$ cat config.mk
export PLATFORM = sky130hd
export DESIGN_NAME = mem_port_arbiter
export DESIGN_NICKNAME = d
export VERILOG_FILES = /design/src/rtl/mem_port_arbiter.sv
export SDC_FILE = /design/constraint.sdc
export NUM_CORES = 1
export LEC_CHECK = 0
export CORE_UTILIZATION = 44
export DETAILED_ROUTE_END_ITERATION = 12
export PLACE_DENSITY = 0.86
export SYNTH_ARGS = -nofsm -noshare
export SYNTH_HDL_FRONTEND = slang
export SYNTH_SLANG_ARGS = --single-unit
export TNS_END_PERCENT = 100
$ cat constraint.sdc
create_clock -name CLK -period 3.5 [get_ports CLK]
set_input_delay 0.7 -clock CLK [delete_from_list [all_inputs] [get_ports CLK]]
set_output_delay 0.7 -clock CLK [all_outputs]
set_load 0.02 [all_outputs]
$ cat src/rtl/mem_port_arbiter.sv
// mem_port_arbiter: round-robin owner of the shared 16-bit memory port for fetch (0) and data (1).
// Optional MEMARB_PERF_EN adds saturating per-requester grant counters GCNT0/GCNT1.
module mem_port_arbiter #(
    parameter int MEM_LAT = 2,
    parameter int CNT_W   = 4
) (
    input  logic        CLK,
    input  logic        RST_N,
    input  logic        REQ0,
    input  logic [15:0] ADDR0,
    input  logic        REQ1,
    input  logic [15:0] ADDR1,
    input  logic [15:0] WDATA1,
    input  logic        WE1,
    input  logic [15:0] MEM_RDATA,
    output logic        SEL,
    output logic        MEM_EN,
    output logic        MEM_WE,
    output logic [15:0] MEM_ADDR,
    output logic [15:0] MEM_WDATA,
    output logic [15:0] RDATA,
    output logic        GNT0,
    output logic        GNT1,
    output logic        DONE0,
    output logic        DONE1,
    output logic        BUSY
`ifdef MEMARB_PERF_EN
    ,
    output logic [15:0] GCNT0,
    output logic [15:0] GCNT1
`endif
);
    typedef enum logic [1:0] {IDLE, ACCESS, RESP} state_t;

    state_t             state_q, state_d;
    logic               sel_q, sel_d, we_q, we_d, last_q, last_d;
    logic               en_q, en_d, mem_we_q, mem_we_d, busy_q, busy_d;
    logic               gnt0_q, gnt0_d, gnt1_q, gnt1_d, done0_q, done0_d, done1_q, done1_d;
    logic [15:0]        addr_q, addr_d, wdata_q, wdata_d, rdata_q, rdata_d;
    logic [CNT_W-1:0]   cnt_q, cnt_d;
    logic               win;
`ifdef MEMARB_PERF_EN
    logic [15:0]        gcnt0_q, gcnt0_d, gcnt1_q, gcnt1_d;
`endif

    always_comb begin
        state_d = state_q;
        sel_d   = sel_q;
        we_d    = we_q;
        last_d  = last_q;
        addr_d  = addr_q;
        wdata_d = wdata_q;
        rdata_d = rdata_q;
        cnt_d   = cnt_q;
        gnt0_d  = gnt0_q;
        gnt1_d  = gnt1_q;
        en_d    = 1'b0;
        done0_d = 1'b0;
        done1_d = 1'b0;
        // Under contention the requester that did not go last wins.
        win     = (REQ0 && REQ1) ? ~last_q : REQ1;
`ifdef MEMARB_PERF_EN
        gcnt0_d = gcnt0_q;
        gcnt1_d = gcnt1_q;
`endif
        case (state_q)
            IDLE: if (REQ0 || REQ1) begin
                state_d = ACCESS;
                sel_d   = win;
                addr_d  = win ? ADDR1 : ADDR0;
                wdata_d = win ? WDATA1 : 16'h0000;
                we_d    = win & WE1;
                cnt_d   = CNT_W'(MEM_LAT - 1);
                en_d    = 1'b1;
                gnt0_d  = ~win;
                gnt1_d  = win;
`ifdef MEMARB_PERF_EN
                gcnt0_d = (!win && gcnt0_q != 16'hFFFF) ? gcnt0_q + 16'd1 : gcnt0_q;
                gcnt1_d = (win && gcnt1_q != 16'hFFFF) ? gcnt1_q + 16'd1 : gcnt1_q;
`endif
            end
            ACCESS: if (cnt_q != '0) begin
                cnt_d = cnt_q - CNT_W'(1);
                en_d  = 1'b1;
            end else begin
                rdata_d = we_q ? rdata_q : MEM_RDATA;
                state_d = RESP;
                done0_d = ~sel_q;
                done1_d = sel_q;
            end
            RESP: begin
                last_d  = sel_q;
                state_d = IDLE;
                gnt0_d  = 1'b0;
                gnt1_d  = 1'b0;
            end
            default: state_d = IDLE;
        endcase
        mem_we_d = en_d & we_d;
        busy_d   = state_d != IDLE;
    end

    always_ff @(posedge CLK or negedge RST_N) begin
        if (!RST_N) begin
            state_q  <= IDLE;
            sel_q    <= 1'b0;
            we_q     <= 1'b0;
            last_q   <= 1'b1;
            addr_q   <= '0;
            wdata_q  <= '0;
            rdata_q  <= '0;
            cnt_q    <= '0;
            en_q     <= 1'b0;
            mem_we_q <= 1'b0;
            busy_q   <= 1'b0;
            gnt0_q   <= 1'b0;
            gnt1_q   <= 1'b0;
            done0_q  <= 1'b0;
            done1_q  <= 1'b0;
        end else begin
            state_q  <= state_d;
            sel_q    <= sel_d;
            we_q     <= we_d;
            last_q   <= last_d;
            addr_q   <= addr_d;
            wdata_q  <= wdata_d;
            rdata_q  <= rdata_d;
            cnt_q    <= cnt_d;
            en_q     <= en_d;
            mem_we_q <= mem_we_d;
            busy_q   <= busy_d;
            gnt0_q   <= gnt0_d;
            gnt1_q   <= gnt1_d;
            done0_q  <= done0_d;
            done1_q  <= done1_d;
        end
    end

`ifdef MEMARB_PERF_EN
    always_ff @(posedge CLK or negedge RST_N) begin
        if (!RST_N) begin
            gcnt0_q <= '0;
            gcnt1_q <= '0;
        end else begin
            gcnt0_q <= gcnt0_d;
            gcnt1_q <= gcnt1_d;
        end
    end

    assign GCNT0 = gcnt0_q;
    assign GCNT1 = gcnt1_q;
`endif

    assign SEL       = sel_q;
    assign MEM_EN    = en_q;
    assign MEM_WE    = mem_we_q;
    assign MEM_ADDR  = addr_q;
    assign MEM_WDATA = wdata_q;
    assign RDATA     = rdata_q;
    assign GNT0      = gnt0_q;
    assign GNT1      = gnt1_q;
    assign DONE0     = done0_q;
    assign DONE1     = done1_q;
    assign BUSY      = busy_q;
endmodule

==> flow_summary.yaml <==
floorplan:
  die_area_mm2: 0.00624
  num_rows: 27
  chipHeight_um: 79.0
  start_util: 0.465
  die_w_um: 79.0
  ios: 125
  fp.coreArea_mm2: 0.00561
drt:
  via_per_inst: 5.32
  drtIter0Drc: 87
  drtAntennaViolNets: 0
  dr.pass1.iters: 4
  wl_per_cell_um: 16.1
  num_vias: 2079
  drc: 0
  totalWireLength_um: 6290
cells_and_area:
  drive_gt1_frac: 0.125
  syn_to_final_growth_pct: 56.0
  nFillCells: 399
  antennaDiodeCount: 0
  num-nets-final: 386
critical_path:
  path_cells: "inv_1, ha_1, or3b_4, or3_1, mux2_1"
  cpPeakStageDelay_ns: 0.69
  cp_slowest_cell: "or3_1"
  worstPathArrival_ns: 2.57
  startpoint_type: "flop"
  crit_fanout: 16
  critPathCaptureType: "flop"
  criticalPathCategory: "flop to flop"
  crit_required_ns: 3.71
placed_design:
  pre_cts_ws_ns: 1.01
  gp_congestion: 0.748
  port_buffers: 124
  place_hpwl_um: 4710
yosys:
  syn-cell-area_mm2: 0.00261
  async_reset_ff_frac: 1.00
  post-synth-top-count-cell: "dfrtp_1"
  synth_warnings: 0
  ys_seq_area_frac: 0.614
  synth_seq_cells: 64
  yosys.area.top_type_share: 0.604
  synth_area_leaders: "dfrtp_1 60%, a221o_1 6.1%, mux2_4 5.8%"
  synth_edf_count: 0
  synth_top_flop_cell: "dfrtp_1"
  synth_top_area_cell: "dfrtp_1"
  syn-num-nets: 260
  synth_cells: 189
  synthTopCellsByCount: "63 x dfrtp_1, 19 x and3_1, 16 x a221o_1, 16 x a22o_1"
  ys_types: 35
  synth.avg_cell_area_um2: 13.8
pwr:
  power_leakage_nw: 1.85
  ir_drop_v: 0.000441
  pwr_density_cell_mw_per_mm2: 917
  p_total_mw: 3.73
sta:
  skew_ns: 0.00539
  period_minus_slack_ns: 2.36
  fin_tns_setup_ns: 0
  clock.fmax_mhz: 424
  rsz0062_at_grt: "false"
  slew_headroom: 0.419
  hold_viol_final: 0
  fin_ws_ns: 1.14
  slew_violations: 0
  fin_crit_sh: 0.674
  setup_viol: 0
  worst_pin_slew_ns: 0.871
cts:
  worstSkewPairLatency_ns: 0.33
  clkTransAtPathRegs_ns: 0.06
  cts.sinks: 64
  cts_tree: "done"
  htreeDepth: 3
  clk_path_buf_depth: 2
  postCtsSetupRepairBufs: 0
  cts_buffers: 9
  cts_hold_buffers: 0
  clockRootBuffer: "clkbuf_8"
  post_cts_resize_count: 0
global_route:
  grt_use_met2: 0.334
  first_global_vias: 2049
  grt_pass1_wl_um: 9830
  grt_max_degree: 43
  antenna_found_initial: 0
  grtUsageTotal: 0.213
  overflow: 0
  met3_usage: 0.0782
  grt-busiest-layer: "met2"
  use_met1: 0.262
min_path:
  min_path_type: "input pin to asynchronous set/reset pin"
run_status:
  status: "finished clean"
run:
  max_cap_violations: 0
-- cells in the final DEF, fill, tap and decap left out, drive strengths merged --
cell / n
a21boi: 2
a21o: 1
a221o: 16
a22o: 16
a31o: 1
a32o: 1
and2: 1
and2b: 1
and3: 19
buf: 5
clkbuf: 11
clkdlybuf4s50: 123
clkinv: 4
dfrtp: 63
dfstp: 1
ha: 2
inv: 2
mux2: 19
nand2: 2
nand2b: 4
nor2: 5
nor2b: 2
nor3: 4
nor3b: 1
nor4b: 1
o21a: 3
o21ai: 3
o22ai: 2
or2: 2
or3: 1
or3b: 1
-- registers in the layout, summed over array words and instances, names as in the netlist --
signal / count
RDATA: 16
GNT1: 1
DONE1: 1
MEM_ADDR: 16
state_q: 2
SEL: 1
MEM_WE: 1
DONE0: 1
GNT0: 1
last_q: 1
MEM_EN: 1
we_q: 1
MEM_WDATA: 16
BUSY: 1
cnt_q: 4
-- area by class of cell --
class | instances | area, µm² | share of cell area
multi-input combinational | 110 | 935 | 0.229
inverter | 2 | 7.51 | 0.00184
sequential | 64 | 1600 | 0.394
clock buffer | 11 | 151 | 0.0372
clock inverter | 4 | 20.0 | 0.00492
timing repair buffer | 128 | 1270 | 0.311
tap | 72 | 90.1 | 0.0221
-- layer usage --
| metal | part of all wire | vias to the layer above |
|---|---|---|
| met1 | 0.42 | 992 |
| li1 | - | 956 |
| met4 | 0.021 | 0 |
| met3 | 0.11 | 10 |
| met2 | 0.45 | 121 |
| met5 | 0 | - |
-- metrics by stage --
step,std cells,hold WS [ns],area [µm²],utilization
3_3_place_gp,376,0.472,3900,0.696
6_report,391,0.487,4070,0.726
5_1_grt,391,0.513,4070,0.726
2_1_floorplan,189,0.404,2610,-
3_5_place_dp,376,0.480,3900,0.696
4_1_cts,391,0.494,4070,0.726
-- where the power goes --
part / internal (mW) / switching, mW / total [mW]
Clock: 0.286 / 0.254 / 0.540
Sequential: 1.08 / 0.204 / 1.29
Combinational: 1.02 / 0.890 / 1.91
-- path summary, 6_finish.rpt --
path	slack, ns	depth (start not counted)	endpoint	from
min in group CLK	0.49	1	RDATA[0]	RDATA[0]
worst min-delay path	0.49	1	RDATA[0]	RST_N
worst max-delay path	1.14	5	RDATA[3]	cnt_q[0]
worst max register to register	1.14	5	RDATA[3]	cnt_q[0]
max in group asynchronous	2.20	2	MEM_ADDR[4]	RST_N
worst min register to register	0.49	1	RDATA[0]	RDATA[0]
-- worst max-delay path, delay by kind of cell, from the launching register on --
kind	cells	cell delay, ns
flip-flops	1	0.37
buffers and inverters	1	0.10
multiplexers	1	0.46
adder cells (fa/ha/maj)	1	0.21
AND/OR/NAND/NOR	2	1.10
-- logic make-up after synthesis --
kind of cell | share of synthesized area
muxes | 0.0964
and+or+nand+nor | 0.101
DFF | 0.614
buffers and inverters | 0.0292
adders and majority gates | 0.00959
AOI/OAI and AO/OA | 0.150
(Power assumes the default switching activity.)
